--- src/rtl/load_pkg.sv ---
// load_pkg: shared constants for the RV32I load sequencer.
//   - LOAD opcode value
//   - funct3 encodings for the five supported load widths
//   - sequencer state encodings
package load_pkg;

  localparam int XLEN = 32;

  localparam logic [6:0] OPC_LOAD = 7'b0000011;

  localparam logic [2:0] F3_LB  = 3'b000;
  localparam logic [2:0] F3_LH  = 3'b001;
  localparam logic [2:0] F3_LW  = 3'b010;
  localparam logic [2:0] F3_LBU = 3'b100;
  localparam logic [2:0] F3_LHU = 3'b101;

  localparam logic [2:0] ST_IDLE = 3'd0;
  localparam logic [2:0] ST_ADDR = 3'd1;
  localparam logic [2:0] ST_REQ  = 3'd2;
  localparam logic [2:0] ST_WAIT = 3'd3;
  localparam logic [2:0] ST_WB   = 3'd4;
  localparam logic [2:0] ST_ERR  = 3'd5;

  // True for funct3 codes that are not a defined load width.
  function automatic logic f3_is_illegal(input logic [2:0] f3);
    logic bad;
    case (f3)
      F3_LB, F3_LH, F3_LW, F3_LBU, F3_LHU: bad = 1'b0;
      default:                              bad = 1'b1;
    endcase
    return bad;
  endfunction

endpackage

--- src/rtl/load_align_ext.sv ---
// load_align_ext: picks the byte/half lane of a little-endian memory word
// and sign- or zero-extends it to 32 bits.
//   funct3  in  3   load width/signedness
//   off     in  2   effective address bits [1:0]
//   word    in  32  raw memory word
//   result  out 32  extended load value (0 for undefined funct3)
// Halfwords use off[1] only and words ignore off entirely, so a misaligned
// access that is not trapped still returns the naturally aligned container.
module load_align_ext
  import load_pkg::*;
(
  input  logic [2:0]  funct3,
  input  logic [1:0]  off,
  input  logic [31:0] word,
  output logic [31:0] result
);

  logic [7:0]  byte_s;
  logic [15:0] half_s;

  // Lane selection from the low address bits.
  always_comb begin
    byte_s = 8'h00;
    case (off)
      2'd0:    byte_s = word[7:0];
      2'd1:    byte_s = word[15:8];
      2'd2:    byte_s = word[23:16];
      2'd3:    byte_s = word[31:24];
      default: byte_s = 8'h00;
    endcase
    if (off[1]) begin
      half_s = word[31:16];
    end else begin
      half_s = word[15:0];
    end
  end

  // Width and sign/zero extension.
  always_comb begin
    result = 32'h0000_0000;
    case (funct3)
      F3_LB:   result = {{24{byte_s[7]}}, byte_s};
      F3_LH:   result = {{16{half_s[15]}}, half_s};
      F3_LW:   result = word;
      F3_LBU:  result = {24'h00_0000, byte_s};
      F3_LHU:  result = {16'h0000, half_s};
      default: result = 32'h0000_0000;
    endcase
  end

endmodule

--- src/rtl/load_seq_ctrl.sv ---
// load_seq_ctrl: multi-cycle sequencer for RV32I I-type loads.
// Accepts an instruction word, reads rs1, forms eff = rs1 + sext(imm),
// issues one valid/ready memory request, aligns/extends the response and
// performs a single write-back to rd.
// Ports:
//   clk, rst                 clock, synchronous active-high reset
//   instr_valid/ready/word   instruction handshake (ready only in IDLE)
//   rf_rs1_addr/rf_rs1_data  register-file read port (combinational data)
//   mem_req_valid/ready      memory request handshake, mem_addr word-aligned
//   mem_resp_valid/data      memory response (only sampled in WAIT)
//   wb_en/wb_rd/wb_data      one-cycle write-back (suppressed for rd == 0)
//   err_illegal/err_misalign one-cycle error pulses
// Build option: define MISALIGN_TRAP_EN to trap misaligned LH/LHU/LW with
// err_misalign; otherwise err_misalign stays 0 and offsets are truncated.
module load_seq_ctrl
  import load_pkg::*;
(
  input  logic        clk,
  input  logic        rst,
  input  logic        instr_valid,
  output logic        instr_ready,
  input  logic [31:0] instr_word,
  output logic [4:0]  rf_rs1_addr,
  input  logic [31:0] rf_rs1_data,
  output logic        mem_req_valid,
  input  logic        mem_req_ready,
  output logic [31:0] mem_addr,
  input  logic        mem_resp_valid,
  input  logic [31:0] mem_resp_data,
  output logic        wb_en,
  output logic [4:0]  wb_rd,
  output logic [31:0] wb_data,
  output logic        err_illegal,
  output logic        err_misalign
);

  logic [2:0]  state_r;
  logic [11:0] imm_r;
  logic [2:0]  funct3_r;
  logic [4:0]  rd_r;
  logic [6:0]  opcode_r;
  logic [1:0]  off_r;

  logic [31:0] eff_s;
  logic        illegal_s;
  logic        misalign_s;
  logic [31:0] load_data_s;

  // Effective address and decode checks, evaluated while in ADDR.
  always_comb begin
    eff_s     = rf_rs1_data + {{20{imm_r[11]}}, imm_r};
    illegal_s = 1'b0;
    if (opcode_r != OPC_LOAD) begin
      illegal_s = 1'b1;
    end else begin
      illegal_s = f3_is_illegal(funct3_r);
    end
  end

`ifdef MISALIGN_TRAP_EN
  // Natural-alignment check for half and word accesses.
  always_comb begin
    misalign_s = 1'b0;
    case (funct3_r)
      F3_LH, F3_LHU: misalign_s = eff_s[0];
      F3_LW:         misalign_s = |eff_s[1:0];
      default:       misalign_s = 1'b0;
    endcase
  end
`else
  assign misalign_s = 1'b0;
`endif

  load_align_ext u_align (
    .funct3 (funct3_r),
    .off    (off_r),
    .word   (mem_resp_data),
    .result (load_data_s)
  );

  // Sequencer state and all registered outputs.
  always_ff @(posedge clk) begin
    if (rst) begin
      state_r       <= ST_IDLE;
      instr_ready   <= 1'b1;
      rf_rs1_addr   <= 5'd0;
      mem_req_valid <= 1'b0;
      mem_addr      <= 32'h0000_0000;
      wb_en         <= 1'b0;
      wb_rd         <= 5'd0;
      wb_data       <= 32'h0000_0000;
      err_illegal   <= 1'b0;
      err_misalign  <= 1'b0;
      imm_r         <= 12'h000;
      funct3_r      <= 3'b000;
      rd_r          <= 5'd0;
      opcode_r      <= 7'd0;
      off_r         <= 2'd0;
    end else begin
      // Pulse outputs default low; states below raise them for one cycle.
      wb_en        <= 1'b0;
      err_illegal  <= 1'b0;
      err_misalign <= 1'b0;
      case (state_r)
        ST_IDLE: begin
          if (instr_valid) begin
            opcode_r    <= instr_word[6:0];
            rd_r        <= instr_word[11:7];
            funct3_r    <= instr_word[14:12];
            rf_rs1_addr <= instr_word[19:15];
            imm_r       <= instr_word[31:20];
            instr_ready <= 1'b0;
            state_r     <= ST_ADDR;
          end
        end
        ST_ADDR: begin
          if (illegal_s) begin
            err_illegal <= 1'b1;
            state_r     <= ST_ERR;
          end else if (misalign_s) begin
            err_misalign <= 1'b1;
            state_r      <= ST_ERR;
          end else begin
            mem_addr      <= {eff_s[31:2], 2'b00};
            off_r         <= eff_s[1:0];
            mem_req_valid <= 1'b1;
            state_r       <= ST_REQ;
          end
        end
        ST_REQ: begin
          if (mem_req_ready) begin
            mem_req_valid <= 1'b0;
            state_r       <= ST_WAIT;
          end
        end
        ST_WAIT: begin
          if (mem_resp_valid) begin
            wb_rd   <= rd_r;
            wb_data <= load_data_s;
            wb_en   <= (rd_r != 5'd0);
            state_r <= ST_WB;
          end
        end
        ST_WB: begin
          instr_ready <= 1'b1;
          state_r     <= ST_IDLE;
        end
        ST_ERR: begin
          instr_ready <= 1'b1;
          state_r     <= ST_IDLE;
        end
        default: begin
          mem_req_valid <= 1'b0;
          instr_ready   <= 1'b1;
          state_r       <= ST_IDLE;
        end
      endcase
    end
  end

endmodule

--- config.mk ---
export PLATFORM = sky130hd
export DESIGN_NAME = load_seq_ctrl
export DESIGN_NICKNAME = d
export VERILOG_FILES = /design/src/rtl/load_pkg.sv /design/src/rtl/load_align_ext.sv /design/src/rtl/load_seq_ctrl.sv
export SDC_FILE = /design/constraint.sdc
export NUM_CORES = 1
export LEC_CHECK = 0
export ABC_AREA = 1
export BUFFER_PORTS_ARGS = -buffer_cell sky130_fd_sc_hd__buf_2
export CORE_ASPECT_RATIO = 0.75
export CORE_UTILIZATION = 59
export CTS_BUF_LIST = sky130_fd_sc_hd__clkbuf_16
export DETAILED_ROUTE_END_ITERATION = 7
export PLACE_DENSITY_LB_ADDON = 0.3
export SYNTH_ARGS = -nofsm -noshare
export SYNTH_HDL_FRONTEND = slang
export SYNTH_HIERARCHICAL = 1
export SYNTH_SLANG_ARGS = --single-unit
--- constraint.sdc ---
create_clock -name clk -period 3.55 [get_ports clk]
set_input_delay 0.1775 -clock clk [delete_from_list [all_inputs] [get_ports clk]]
set_output_delay 0.1775 -clock clk [all_outputs]
set_load 0.1 [all_outputs]
==> results of run 1 <==
## per-stage QoR
step                      total power (W)    util  std cells  setup WS (ns)
after CTS                        0.003450  0.7053       1573          1.249
final                            0.003454  0.7053       1573          1.178
after global placement           0.002300  0.6777       1557          1.295
after detailed placement         0.002313  0.6777       1557          1.284
after floorplan                  0.002078       -       1258          1.583
after global routing             0.003647  0.7053       1573         0.9789
## final timing paths
path                   from        endpoint  slack (ns)
max               imm_r[11]    mem_addr[27]        1.18
min reg2reg        imm_r[0]        imm_r[0]        0.45
max reg2reg       imm_r[11]    mem_addr[27]        1.18
min          instr_word[17]  rf_rs1_addr[2]        0.08
## layout make-up
| type | instances | area [um^2] | share of cell area |
|---|---|---|---|
| Multi-Input combinational cell | 872 | 4202 | 0.4824 |
| Sequential cell | 108 | 2162 | 0.2482 |
| Timing Repair Buffer | 184 | 940.9 | 0.1080 |
| Inverter | 227 | 857.1 | 0.09841 |
| Clock buffer | 9 | 225.2 | 0.02586 |
| Tap cell | 166 | 207.7 | 0.02385 |
| Clock inverter | 7 | 115.1 | 0.01322 |
## where the power goes
part           internal, W  switching, W
Combinational     0.000315      0.000691
Clock             0.000584      0.000557
Sequential         0.00126     0.0000468
Total              0.00216       0.00129
## cell usage in the layout (no fill, tap or decap), drive strengths merged
master / count
o21bai: 4
inv: 229
a311oi: 1
buf: 184
clkbuf: 9
o21a: 24
bufinv: 1
o21ai: 51
clkinv: 4
and2: 1
a21o: 1
fa: 1
or2: 1
a21oi: 105
ha: 31
o211ai: 2
xnor2: 7
nor2: 60
nand3: 112
nor4: 2
dfxtp: 108
conb: 3
xor2: 7
nand4: 4
nor3: 8
nand2: 446
o211a: 1
## cells in the mapped netlist (4+ instances only)
library cell  instances
nand3_1             110
xor2_1                7
dfxtp_1             108
nand2_2               6
xnor2_1               7
buf_2                10
nand2_1             440
buf_6                 8
a21oi_1             105
o21ai_0              47
ha_1                 31
o21a_1               24
o21bai_1              4
nor3_1                5
o21ai_1               4
buf_4                13
clkbuf_1             18
inv_1               224
nand4_1               4
nor2_1               57
## flip-flops by register name, summed over array words and instances (netlist names), 2 cells and up
register and flops:
wb_rd 5, state_r 3, off_r 2, rf_rs1_addr 5, imm_r 12, wb_data 32
funct3_r 3, mem_addr 30, opcode_r 7, rd_r 5
## routing by layer
metal	vias up	track usage	share of wire
li1	4185	-	-
met1	3511	0.4595	0.48
met2	343	0.4866	0.42
met3	24	0.06010	0.087
met4	0	0.07250	0.011
met5	-	0	0
## worst register-to-register path, delay by kind of cell (launching register included)
kind / cells / cell delay, ns
AOI/OAI and AO/OA: 1 / 0.17
DFF: 1 / 0.72
and+or+nand+nor: 8 / 0.65
buffers and inverters: 4 / 0.43
adders and majority gates: 1 / 0.30
## logic make-up after synthesis
family,count (synthesis),share of synthesized area
simple gates,634,0.3478
buf+inv,278,0.1556
compound gates,189,0.1381
flops,108,0.2875
fa+ha+maj,32,0.05424
xor+xnor,14,0.01631
other cells,1,0.0004987
==> flow_summary.json, run 1 <==
{
  "critPathMaxStageDelay_ns": 0.72,
  "relSlewSlack": 0.4217,
  "ctsResizeCount": 0,
  "criticalPathCategory": "reg2reg",
  "crit_slowest_cell": "dfxtp_1",
  "viasPerCell": 5.126,
  "syn_avg_cell_area_um2": 5.987,
  "p_leak_nw": 4.970,
  "cts_num_sinks": 108,
  "dr_total_vias": 8063,
  "synth.top_cell.area_share": 0.2875,
  "core_area_um2": 12350,
  "die-width_um": 132.4,
  "rows": 35,
  "diodes": 0,
  "fp.dieH_um": 99.77,
  "io_buffers": 176,
  "tightest_slew_ns": 0.8646,
  "dpl.hpwl_mm": 15.42,
  "p_per_area_nw_per_um2": 396.6,
  "path_delay_family": "flip-flops",
  "drv_cap": 0,
  "antenna_found_initial": 0,
  "drv_slew": 0,
  "cp_num_buf_inv": 4,
  "arrival_ns": 2.63,
  "ys_ff_latch": 108,
  "crit_cells": 14,
  "path_cells": "buf_4 -> ha_1 -> nand2_1 -> inv_1 -> nand2_1 -> nand2_1 -> inv_1 -> nand2_1 -> a21oi_1 -> nand2_1 -> nand2_1 -> nand3_1 -> nand2_1 -> inv_1",
  "synthToLayoutAreaGrowth_pct": 15.82,
  "syn_area_um2": 7520,
  "cts_hold_buf": 0,
  "ant_nets": 0,
  "rsz0062_at_grt": "false",
  "cp-start-kind": "flop",
  "skew_ns": 0.01204,
  "die_area_um2": 13210,
  "fin_area_um2": 8710,
  "setup_viol": 0,
  "synth_edf_count": 0,
  "path_max_fanout": 15,
  "hold_viol": 0,
  "cts_buffers": 9,
  "end_kind": "flop",
  "yosys_most_used_dff": "dfxtp_1",
  "synth-async-reset-ratio": 0,
  "whs_ns": 0.08268,
  "grt_pass1_vias": 7049,
  "fmax_mhz": 421.5,
  "overflow": 0,
  "grt_first_pass_wirelength_mm": 33.72,
  "critPathRequiredTime_ns": 3.81,
  "min_path_type": "in2reg",
  "ir_worst_vdd_v": 0.0002787,
  "cts_tree": "yes",
  "wl_per_cell_um": 13.08,
  "drtIter0Drc": 771,
  "grt_util_all_layers": 0.3170,
  "placed_area_um2": 8369,
  "firstDrtPassIters": 6,
  "status": "completed",
  "syn_inst": 1256,
  "synth_top_cell_by_area": "dfxtp_1",
  "timing.final.crit_share": 0.6683,
  "reg2regPathDepth": 14,
  "clk_pin_slew_ns": 0.09,
  "nFillCells": 1134,
  "insertion_delay_ns": 0.36,
  "yosys_warnings": 6,
  "finalSetupTns_ns": 0,
  "drive_gt1_frac": 0.1549,
  "cp_common_cell": "nand2_1",
  "initial_core_util": 0.6089,
  "pin_count": 180,
  "cts_setup_buffers": 0,
  "nNetsFinal": 1535,
  "htree_levels": 3,
  "worst_hold_path.num_cells": 3,
  "clk_path_buf_depth": 2,
  "grt_max_degree": 48,
  "drt_drc_violations_left": 0,
  "wirelength_mm": 20.58,
  "period_minus_slack_ns": 2.372,
  "synth.area.top_cells": "dfxtp_1 (29%), nand2_1 (22%), inv_1 (11%), nand3_1 (7.3%), a21oi_1 (7.0%)",
  "gp_congestion": 0.9446,
  "cts_root_buf": "clkbuf_16",
  "ys_seq_area_frac": 0.2875,
  "ys_types": 37
}
Power figures use the tool's default switching activity.
==> inputs of run 2 (changes only) <==
--- a/config.mk
+++ b/config.mk
@@ -8,7 +8,7 @@
 export ABC_AREA = 1
 export BUFFER_PORTS_ARGS = -buffer_cell sky130_fd_sc_hd__buf_2
 export CORE_ASPECT_RATIO = 0.75
-export CORE_UTILIZATION = 59
+export CORE_UTILIZATION = 55
 export CTS_BUF_LIST = sky130_fd_sc_hd__clkbuf_16
 export DETAILED_ROUTE_END_ITERATION = 7
 export PLACE_DENSITY_LB_ADDON = 0.3
==> constraint.sdc (replaced) <==
create_clock -name clk -period 2.37 [get_ports clk]
set_input_delay 0.1185 -clock clk [delete_from_list [all_inputs] [get_ports clk]]
set_output_delay 0.1185 -clock clk [all_outputs]
set_load 0.1 [all_outputs]
==> run 2 against run 1 <==
Clock skew grew 0.0032 ns. First-iteration DRC count shrank 27%. Clock power grew 37%. Clock-buffer cell count is the same. Global-route usage shrank 2.9 points. Sequential cell count is the same. Final area grew 0.62%. Die area grew 7.1%. Non-clock buffer count grew 6. Critical path type unchanged. Critical endpoint is now mem_addr[24]. Largest cell class unchanged.
==> flow_summary.json, run 2 (synthesis gave the netlist of run 1 again) <==
{
  "status": "completed",
  "gp_congestion": 0.9415,
  "cts_buffers": 9,
  "ctsResizeCount": 0,
  "timing.final.crit_share": 0.8670,
  "multiInputGateArea_um2": 4202,
  "nFillCells": 1282,
  "startpoint": "imm_r[11]",
  "firstDrtPassIters": 5,
  "rsz0062_at_grt": "false",
  "initial_core_util": 0.5717,
  "ant_nets": 0,
  "cts_hold_buf": 0,
  "setup_viol": 0,
  "arrival_ns": 2.31,
  "period_minus_slack_ns": 2.055,
  "antenna_found_initial": 0,
  "diodes": 0,
  "io_buffers": 176,
  "p_leak_nw": 4.992,
  "cts_setup_buffers": 0,
  "clk_path_buf_depth": 2,
  "pin_count": 180,
  "insertion_delay_ns": 0.35,
  "holdPathEnd": "imm_r[9]",
  "overflow": 0,
  "fp.dieH_um": 103.3,
  "grt_first_pass_wirelength_mm": 32.46,
  "ir_worst_vdd_v": 0.0004162,
  "reg2reg_slack_ns": 0.32,
  "grt_util_all_layers": 0.2880,
  "path_max_fanout": 22,
  "drtIter0Drc": 564,
  "criticalPathCategory": "reg2reg",
  "top_regs": "wb_data: 32 flops, mem_addr: 30 flops, imm_r: 12 flops",
  "die_area_um2": 14150,
  "timing.rr.end": "mem_addr[24]",
  "grt_pass1_vias": 6761,
  "core_area_um2": 13150,
  "dpl.hpwl_mm": 15.44,
  "rows": 36,
  "worst_hold_path.num_cells": 3,
  "wirelength_mm": 20.14,
  "nNetsFinal": 1541,
  "layout_common_cells": "nand2_1 (440), inv_1 (224), buf_2 (176)",
  "dr_total_vias": 7961,
  "cp-start-kind": "flop",
  "htree_levels": 3,
  "tightest_slew_ns": 0.8958,
  "finalSetupTns_ns": 0,
  "synthToLayoutAreaGrowth_pct": 16.54,
  "largest_register_ff_count": 32,
  "cts_num_sinks": 108,
  "end_kind": "flop",
  "min_path_type": "in2reg",
  "die-width_um": 137.0,
  "skew_ns": 0.01519,
  "clk_pin_slew_ns": 0.09,
  "reg2regPathDepth": 11,
  "layout_commonest_cell": "nand2_1",
  "r2r_start": "imm_r[11]",
  "critPathRequiredTime_ns": 2.63,
  "viasPerCell": 5.026,
  "drv_slew": 0,
  "grt_max_degree": 46,
  "cts_tree": "yes",
  "wl_per_cell_um": 12.72,
  "hold_start": "instr_word[29]",
  "drv_cap": 0,
  "whs_ns": 0.03210,
  "regMostFlops": "wb_data",
  "relSlewSlack": 0.3991,
  "p_per_area_nw_per_um2": 573.7,
  "hold_viol": 0,
  "drt_drc_violations_left": 0,
  "cts_root_buf": "clkbuf_16",
  "drive_gt1_frac": 0.1585,
  "seq_area_um2": 2162,
  "fmax_mhz": 486.7
}
-- run 2: worst max-delay path: stages (launching register included) --
cell,delay (ns)
dfxtp_1,0.33
buf_12,0.16
ha_1,0.36
nand2_1,0.12
nor2_1,0.26
inv_1,0.07
o21bai_1,0.25
nand2_1,0.12
nand4_1,0.10
nand3_1,0.08
nand2_1,0.07
inv_1,0.03
-- run 2: final cells by class --
type                       count  area share
clock buffer                   9     0.02570
multi-input combinational    872      0.4794
timing repair buffer         190      0.1168
tap                          171     0.02441
sequential                   108      0.2467
clock inverter                 7    0.009138
inverter                     227     0.09780
-- run 2: power by group --
group	internal, W	switching [W]	total, W
registers	0.00189	0.0000541	0.00194
clock network	0.000753	0.000807	0.00156
logic	0.000490	0.00104	0.00153
-- run 2: worst max-delay path by stage --
stage                   endpoint  slack [ns]  cells past startpoint
floorplan           mem_addr[30]        0.40                     13
global placement    mem_addr[24]        0.37                     11
detailed placement  mem_addr[24]        0.37                     11
CTS                 mem_addr[24]        0.36                     11
global route        mem_addr[28]        0.13                     13
finish              mem_addr[24]        0.32                     11
-- run 2: metal layers --
| metal | GRT usage | routed length (um) | part of all wire | vias up |
|---|---|---|---|---|
| met2 | 0.4258 | 8251 | 0.41 | 341 |
| met4 | 0.05664 | 151 | 0.0075 | 0 |
| li1 | - | - | - | 4201 |
| met5 | 0 | 0 | 0 | - |
| met1 | 0.4362 | 9984 | 0.50 | 3407 |
| met3 | 0.04776 | 1757 | 0.087 | 12 |
-- run 2: stage by stage --
step | std cells | power (W) | util | area, um^2 | setup slack [ns]
global route | 1584 | 0.005336 | 0.6663 | 8763 | 0.1335
detailed placement | 1568 | 0.003477 | 0.6431 | 8458 | 0.3712
floorplan | 1258 | 0.003112 | - | 7527 | 0.4026
finish | 1584 | 0.005028 | 0.6663 | 8763 | 0.3151
CTS | 1584 | 0.005046 | 0.6663 | 8763 | 0.3604
global placement | 1568 | 0.003459 | 0.6431 | 8458 | 0.3713
